===== src/rtl/mstr_collector.sv =====
// mstr_collector
//   Collects beats from an upstream master into a small buffer, counts the
//   beats of each frame and lets a downstream reader pop the buffered words.
//   The frame ends on mstr_cmplt. The controller then waits for the buffer to
//   drain, pulses frame_done for one cycle and returns to idle.
//
// Parameters
//   DW    data word width (even). Defaults to `DATA_WIDTH, which is 32.
//   DEPTH buffer depth in words (power of two, >= 2)
//   CNT_W width of the accepted-beat counter (saturating)
//
// Ports
//   clk, rst           clock and synchronous active-high reset
//   mstr_data          upstream data word
//   mstr_data_valid    00 none, 01 low half valid, 11 both halves, 10 illegal
//   mstr_cmplt         frame-complete marker
//   mstr_ready         collector accepts a beat this cycle
//   rd_en              downstream pop request
//   rd_data, rd_vld    popped word and its stored valid code (latency 1)
//   fifo_empty/full    buffer occupancy flags
//   word_cnt           beats accepted in the current frame
//   frame_done         one-cycle pulse at frame end
//   proto_err          sticky flag, set by valid code 10
//   checksum           only when COLLECTOR_CHECKSUM_EN is defined: XOR of the
//                      frame's beats, with the high half masked for code 01
`ifndef DATA_WIDTH
`define DATA_WIDTH 32
`endif

module mstr_collector #(
  parameter int DW    = `DATA_WIDTH,
  parameter int DEPTH = 8,
  parameter int CNT_W = 16
) (
  input  logic             clk,
  input  logic             rst,
  input  logic [DW-1:0]    mstr_data,
  input  logic [1:0]       mstr_data_valid,
  input  logic             mstr_cmplt,
  output logic             mstr_ready,
  input  logic             rd_en,
  output logic [DW-1:0]    rd_data,
  output logic [1:0]       rd_vld,
  output logic             fifo_empty,
  output logic             fifo_full,
  output logic [CNT_W-1:0] word_cnt,
  output logic             frame_done,
  output logic             proto_err
`ifdef COLLECTOR_CHECKSUM_EN
  ,
  output logic [DW-1:0]    checksum
`endif
);

  localparam int AW = $clog2(DEPTH);
  localparam int HW = DW / 2;

  typedef enum logic [1:0] {IDLE, RECV, DRAIN, DONE} state_t;

  state_t state_reg, state_next;

  logic [DW+1:0] mem [DEPTH];
  logic [AW-1:0] wr_ptr_reg, rd_ptr_reg;
  logic [AW:0]   count_reg;
  logic [DW+1:0] rd_word_reg;
  logic [CNT_W-1:0] word_cnt_reg;
  logic          proto_err_reg;

  logic beat_ok;
  logic push;
  logic pop;

  assign fifo_empty = (count_reg == '0);
  assign fifo_full  = (count_reg == (AW+1)'(DEPTH));

  // Codes 01 and 11 are the only legal beat qualifiers.
  assign beat_ok = (mstr_data_valid == 2'b01) || (mstr_data_valid == 2'b11);
  assign push    = beat_ok && mstr_ready;
  assign pop     = rd_en && !fifo_empty;

  // State register
  always_ff @(posedge clk) begin
    if (rst) state_reg <= IDLE;
    else     state_reg <= state_next;
  end

  // Next-state logic. A beat that arrives together with mstr_cmplt is still
  // pushed, because push depends only on mstr_ready.
  always_comb begin
    state_next = state_reg;
    case (state_reg)
      IDLE: begin
        if (mstr_cmplt)  state_next = DRAIN;
        else if (push)   state_next = RECV;
      end
      RECV:  if (mstr_cmplt) state_next = DRAIN;
      DRAIN: if (fifo_empty) state_next = DONE;
      DONE:  state_next = IDLE;
      default: state_next = IDLE;
    endcase
  end

  // Output decode of the registered state
  always_comb begin
    mstr_ready = 1'b0;
    frame_done = 1'b0;
    case (state_reg)
      IDLE:  mstr_ready = 1'b1;
      RECV:  mstr_ready = !fifo_full;
      DONE:  frame_done = 1'b1;
      default: ;
    endcase
  end

  // Buffer storage. The array holds no reset so that it maps onto block RAM.
  always_ff @(posedge clk) begin
    if (push) mem[wr_ptr_reg] <= {mstr_data_valid, mstr_data};
  end

  // Pointers and occupancy. DEPTH is a power of two, so the pointers wrap
  // naturally.
  always_ff @(posedge clk) begin
    if (rst) begin
      wr_ptr_reg  <= '0;
      rd_ptr_reg  <= '0;
      count_reg   <= '0;
      rd_word_reg <= '0;
    end else begin
      if (push) wr_ptr_reg <= wr_ptr_reg + 1'b1;
      if (pop) begin
        rd_ptr_reg  <= rd_ptr_reg + 1'b1;
        rd_word_reg <= mem[rd_ptr_reg];
      end
      case ({push, pop})
        2'b10:   count_reg <= count_reg + 1'b1;
        2'b01:   count_reg <= count_reg - 1'b1;
        default: count_reg <= count_reg;
      endcase
    end
  end

  assign rd_data = rd_word_reg[DW-1:0];
  assign rd_vld  = rd_word_reg[DW+1:DW];

  // Beat counter. No beat can arrive in DONE, so clearing there loses nothing.
  always_ff @(posedge clk) begin
    if (rst)
      word_cnt_reg <= '0;
    else if (state_reg == DONE)
      word_cnt_reg <= '0;
    else if (push && (word_cnt_reg != {CNT_W{1'b1}}))
      word_cnt_reg <= word_cnt_reg + 1'b1;
  end

  assign word_cnt = word_cnt_reg;

  // Sticky protocol error. Code 10 is flagged whenever it is presented.
  always_ff @(posedge clk) begin
    if (rst)
      proto_err_reg <= 1'b0;
    else if (mstr_data_valid == 2'b10)
      proto_err_reg <= 1'b1;
  end

  assign proto_err = proto_err_reg;

`ifdef COLLECTOR_CHECKSUM_EN
  logic [DW-1:0] checksum_reg;
  logic [DW-1:0] beat_masked;

  // A low-half-only beat contributes zeros in its upper half.
  assign beat_masked = (mstr_data_valid == 2'b01) ?
                       {{HW{1'b0}}, mstr_data[HW-1:0]} : mstr_data;

  always_ff @(posedge clk) begin
    if (rst)
      checksum_reg <= '0;
    else if (state_reg == DONE)
      checksum_reg <= '0;
    else if (push)
      checksum_reg <= checksum_reg ^ beat_masked;
  end

  assign checksum = checksum_reg;
`endif

endmodule


===== config.mk =====
export PLATFORM = sky130hd
export DESIGN_NAME = mstr_collector
export DESIGN_NICKNAME = d
export VERILOG_FILES = /design/src/rtl/mstr_collector.sv
export SDC_FILE = /design/constraint.sdc
export NUM_CORES = 1
export LEC_CHECK = 0
export BUFFER_PORTS_ARGS = -buffer_cell sky130_fd_sc_hd__buf_2
export CAP_MARGIN = 20
export CELL_PAD_IN_SITES_DETAIL_PLACEMENT = 0
export CELL_PAD_IN_SITES_GLOBAL_PLACEMENT = 2
export CORE_AREA = 3 3 206 208
export CTS_CLUSTER_DIAMETER = 200
export DETAILED_ROUTE_END_ITERATION = 6
export DIE_AREA = 0 0 209 211
export PLACE_DENSITY_LB_ADDON = 0.3
export SYNTH_ARGS = -nofsm -noshare
export SYNTH_HDL_FRONTEND = slang
export SYNTH_SLANG_ARGS = --single-unit

===== constraint.sdc =====
create_clock -name clk -period 8 [get_ports clk]
set_input_delay 1.2 -clock clk [delete_from_list [all_inputs] [get_ports clk]]
set_output_delay 1.2 -clock clk [all_outputs]
set_load 0.02 [all_outputs]

==> results by stage <==
STA:
- The worst path needs 3.01 ns of the cycle, external delays included.
- The accumulated negative setup slack is 0 ns.
- Hold timing on the final database bottoms out at a slack of 0.464 ns.
- Setup repair after global routing left no endpoint under its margin.
- In the finished design, the share of the clock period the worst path needs comes to 0.377.
- The number of endpoints with negative hold slack in the final report came to 0.
- The total count of max-transition violations in the final report is 0.
- The pin slew with the least headroom to its limit is 0.918 ns.
- The setup-violating endpoint count in the final report is 0.
- The relative max-transition margin is 0.388.
- On the final layout, the worst clock skew is 0.0200 ns.
- The final setup slack of the worst path is 4.99 ns.
- For this run, the top clock speed supported by timing is 332 MHz.

Run:
- The tool flagged a number of max-cap violations equal to 0.

Synthesis:
- After synthesis the netlist holds a flip-flop and latch count of 335.
- The cell type with the largest total area after synthesis is sky130_fd_sc_hd__edfxtp_1.
- After synthesis, the share of flip-flops with an asynchronous set or reset is 0.
- The cell count after synthesis came out at 711.
- The count of unique library cells instantiated by Yosys is 46.
- In the post-synthesis netlist, the biggest area contributors are sky130_fd_sc_hd__edfxtp_1 63%, sky130_fd_sc_hd__mux4_2 12%, sky130_fd_sc_hd__dfxtp_1 9.7%, sky130_fd_sc_hd__mux2i_1 3.3%, sky130_fd_sc_hd__a211oi_1 2.0%.
- The cell area after synthesis is 13000 um^2.
- The area fraction of the dominant cell type after synthesis is 0.630.
- In the synthesized netlist the dominant register cell turns out to be sky130_fd_sc_hd__edfxtp_1.
- The leading cell type by number of instances after synthesis is sky130_fd_sc_hd__edfxtp_1.
- The number of enable-type register cells in the synthesized netlist is 272.
- The number of warnings issued by yosys is 0.
- After synthesis, the most frequently instantiated cells are 272 x sky130_fd_sc_hd__edfxtp_1, 68 x sky130_fd_sc_hd__mux4_2, 63 x sky130_fd_sc_hd__dfxtp_1, 47 x sky130_fd_sc_hd__nor2_1, 43 x sky130_fd_sc_hd__mux2i_1.
- Each instance of the synthesized netlist takes up on average 18.2 um^2.
- The register area share after synthesis is 0.727.
- The post-synth net total is 759.

Clock tree:
- Clock tree synthesis inserted a total of 38 buffers.
- The clock passes through at most 3 buffers.
- Clock-pin slew was measured on the worst setup and hold paths at 0.06 ns.
- Gates resized during post-CTS repair numbered 0.
- The H-tree depth reported by CTS is 2.
- The number of buffers added for setup after CTS is 0.
- The root buffer cell chosen for the clock tree is sky130_fd_sc_hd__clkbuf_16.
- The CTS tree is built.
- The clock network latency to the later pin of the worst-skew pair is 0.54 ns.
- The total clock sinks is 335.
- The hold-fix buffer count after cts is 0.

Finish:
- The layout has 3856 filler cells.
- In the final layout, flip-flops and latches occupy 9440 um^2.
- Of the cells placed in the final design, the portion with a size suffix greater than 1 is 0.285.
- Compared with the post-synthesis result, the final layout area differs by 17.7%.
- In the final design database the tool counted 864 nets.
- The area occupied by multi-input gates is 3370 um^2.
- At the end of the flow the core is filled with cells to 0.375.
- The number of flip-flops in the largest register is 272.
- The non-filler instance count after layout is 1379.

Worst setup path:
- Traced cell by cell, the critical path runs through buf_2, nand2_1, o21ai_4, inv_2, ha_1, xor2_1, ha_1, a21oi_1, xor2_1, or3_1, a21oi_1.
- STA puts the critical path data required time at 8.45 ns.
- On the worst path, the slowest cell contributes a delay of 0.35 ns.
- The kind of critical path is in -> reg.
- At the worst endpoint, the arrival time is 3.47 ns.
- The nature of the critical path startpoint is a primary input.
- For this design, the slowest cell found on the critical path is sky130_fd_sc_hd__ha_1.
- The largest fanout on the critical path is 33.
- STA classifies the critical path endpoint as a flop.

Routing:
- The DRC marker count from the first detailed-route iteration is 402.
- The routed design has 27500 um of wire.
- After detailed routing, the average wire length per cell comes to 19.9 um.
- The count of nets left with antenna violations once routing finished came out at 0.
- Using the TritonRoute via totals, the vias-per-cell ratio works out to 4.86.
- The detailed-routing iteration count for the pre-antenna-repair pass is 4.
- In the routed design, unresolved DRC markers number 0.
- The routed via count is 6703.

Place:
- The total placed cells including tap cells is 1308.
- At the placement stage, the worst setup path has a slack of 4.41 ns.
- The wire-length estimate of the detail-placed layout is 15000 um.
- The placer's final routability congestion estimate is 0.675.
- The count of buffers inserted at the top-level ports is 92.

Global route:
- The number of global-route vias before repair was 6879.
- The met1 layer usage reported by global route is 0.168.
- met2 is the most crowded layer.
- The initial antenna violation count came to 1.
- The global-route wire length before repair is 42500 um.
- Summed over all layers, the global routing overflow is 0.
- The pin count of the biggest net entering global routing is 74.
- For this run, global-route usage on met3 was measured as 0.0278.
- The combined global-route utilization of all metal layers is 0.125.
- For met2 alone, demand over resource in global routing was 0.207.

Power and ir drop:
- In this run the power spent charging and discharging nets is 1.47 mW.
- The share of total power in sequential cells is 0.446.
- The standby leakage power is 4.90 nW.
- Of the total power, the clock network draws 0.327.
- The areal power density over the cells is 333 nW/um^2.
- The worst-case vdd ir drop is 160 uV.
- The combinational power share is 0.227.
- The internal portion of the total power is 3.61 mW.
- The switching power share of the total is 0.289.

Floorplanning:
- The initial utilization of the core area, before any placement, comes to 0.318.
- The full die area is 44100 um^2.
- The total number of placement rows is 74.
- Measured along the y axis, the die boundary spans 211 um.
- The horizontal die dimension is 209 um.
- The number of ports placed on the die boundary is 93.
- After floorplanning, the core was sized to cover 40700 um^2.

Status:
- The flow ran to the end, and the final reports show no timing, DRC or antenna violations.

Worst hold path:
- The path class of the lowest-slack min-delay path is reg -> reg.
## layout by cell type, fill, tap and decap left out, types with 8 or more instances in the layout
cell and count:
sky130_fd_sc_hd__a211oi_1 35, sky130_fd_sc_hd__a21oi_1 17, sky130_fd_sc_hd__buf_2 92, sky130_fd_sc_hd__buf_4 14, sky130_fd_sc_hd__clkbuf_1 15, sky130_fd_sc_hd__clkbuf_16 39
sky130_fd_sc_hd__dfxtp_1 60, sky130_fd_sc_hd__edfxtp_1 272, sky130_fd_sc_hd__ha_1 10, sky130_fd_sc_hd__mux2i_1 43, sky130_fd_sc_hd__mux4_2 68, sky130_fd_sc_hd__nand2_1 21
sky130_fd_sc_hd__nor2_1 44, sky130_fd_sc_hd__or3_1 9, sky130_fd_sc_hd__or4_1 8
## logic make-up after synthesis
logic type               count (synthesis)  synth area share
multiplexers                           112             0.152
adder cells (fa/ha/maj)                 10           0.00965
flip-flops                             335             0.727
XOR/XNOR                                 6           0.00405
AO/OA/AOI/OAI                           75            0.0404
buffers and inverters                   48            0.0164
AND/OR/NAND/NOR                        125            0.0499
## per-layer routing
metal | routed length, um | part of all wire
met5 | 0 | 0
met4 | 461 | 0.017
met3 | 1290 | 0.047
met2 | 13300 | 0.49
met1 | 12400 | 0.45
## worst max-delay path, delay by kind of cell
family	cells	cell delay, ns
fa+ha+maj	2	0.54
buf+inv	2	0.52
compound gates	3	0.52
simple gates	2	0.44
xor+xnor	2	0.25
## power by group through the flow
| stage | clock, mW | sequential (mW) | combinational, mW |
|---|---|---|---|
| 5_1_grt | 1.79 | 2.30 | 1.27 |
| 3_3_place_gp | 0 | 2.30 | 1.19 |
| 6_report | 1.66 | 2.26 | 1.15 |
| 3_5_place_dp | 0 | 2.31 | 1.19 |
| 2_1_floorplan | 0 | 2.34 | 0.805 |
| 4_1_cts | 1.72 | 2.27 | 1.19 |
## final cells by class
type                       count  area share
inverter                       7     0.00172
tap                          532      0.0436
multi-input combinational    328       0.221
sequential                   335       0.618
clock inverter                14     0.00943
clock buffer                  55      0.0685
timing repair buffer         106      0.0371
antenna                        2    0.000328
## final timing paths
path	start	endpoint	slack, ns	depth (start not counted)
worst max-delay path	mstr_data_valid[0]	count_reg[2]	4.99	11
worst min-delay path	proto_err	proto_err	0.46	2
worst min register to register	proto_err	proto_err	0.46	2
worst max register to register	count_reg[0]	count_reg[2]	5.16	10
## per-stage QoR
step | power (mW) | area, um^2
final | 5.08 | 15300
after global placement | 3.49 | 14100
after global routing | 5.37 | 15300
after floorplan | 3.14 | 13000
after detailed placement | 3.50 | 14100
after CTS | 5.19 | 15300
No activity file was read; power rests on OpenSTA's default activity.
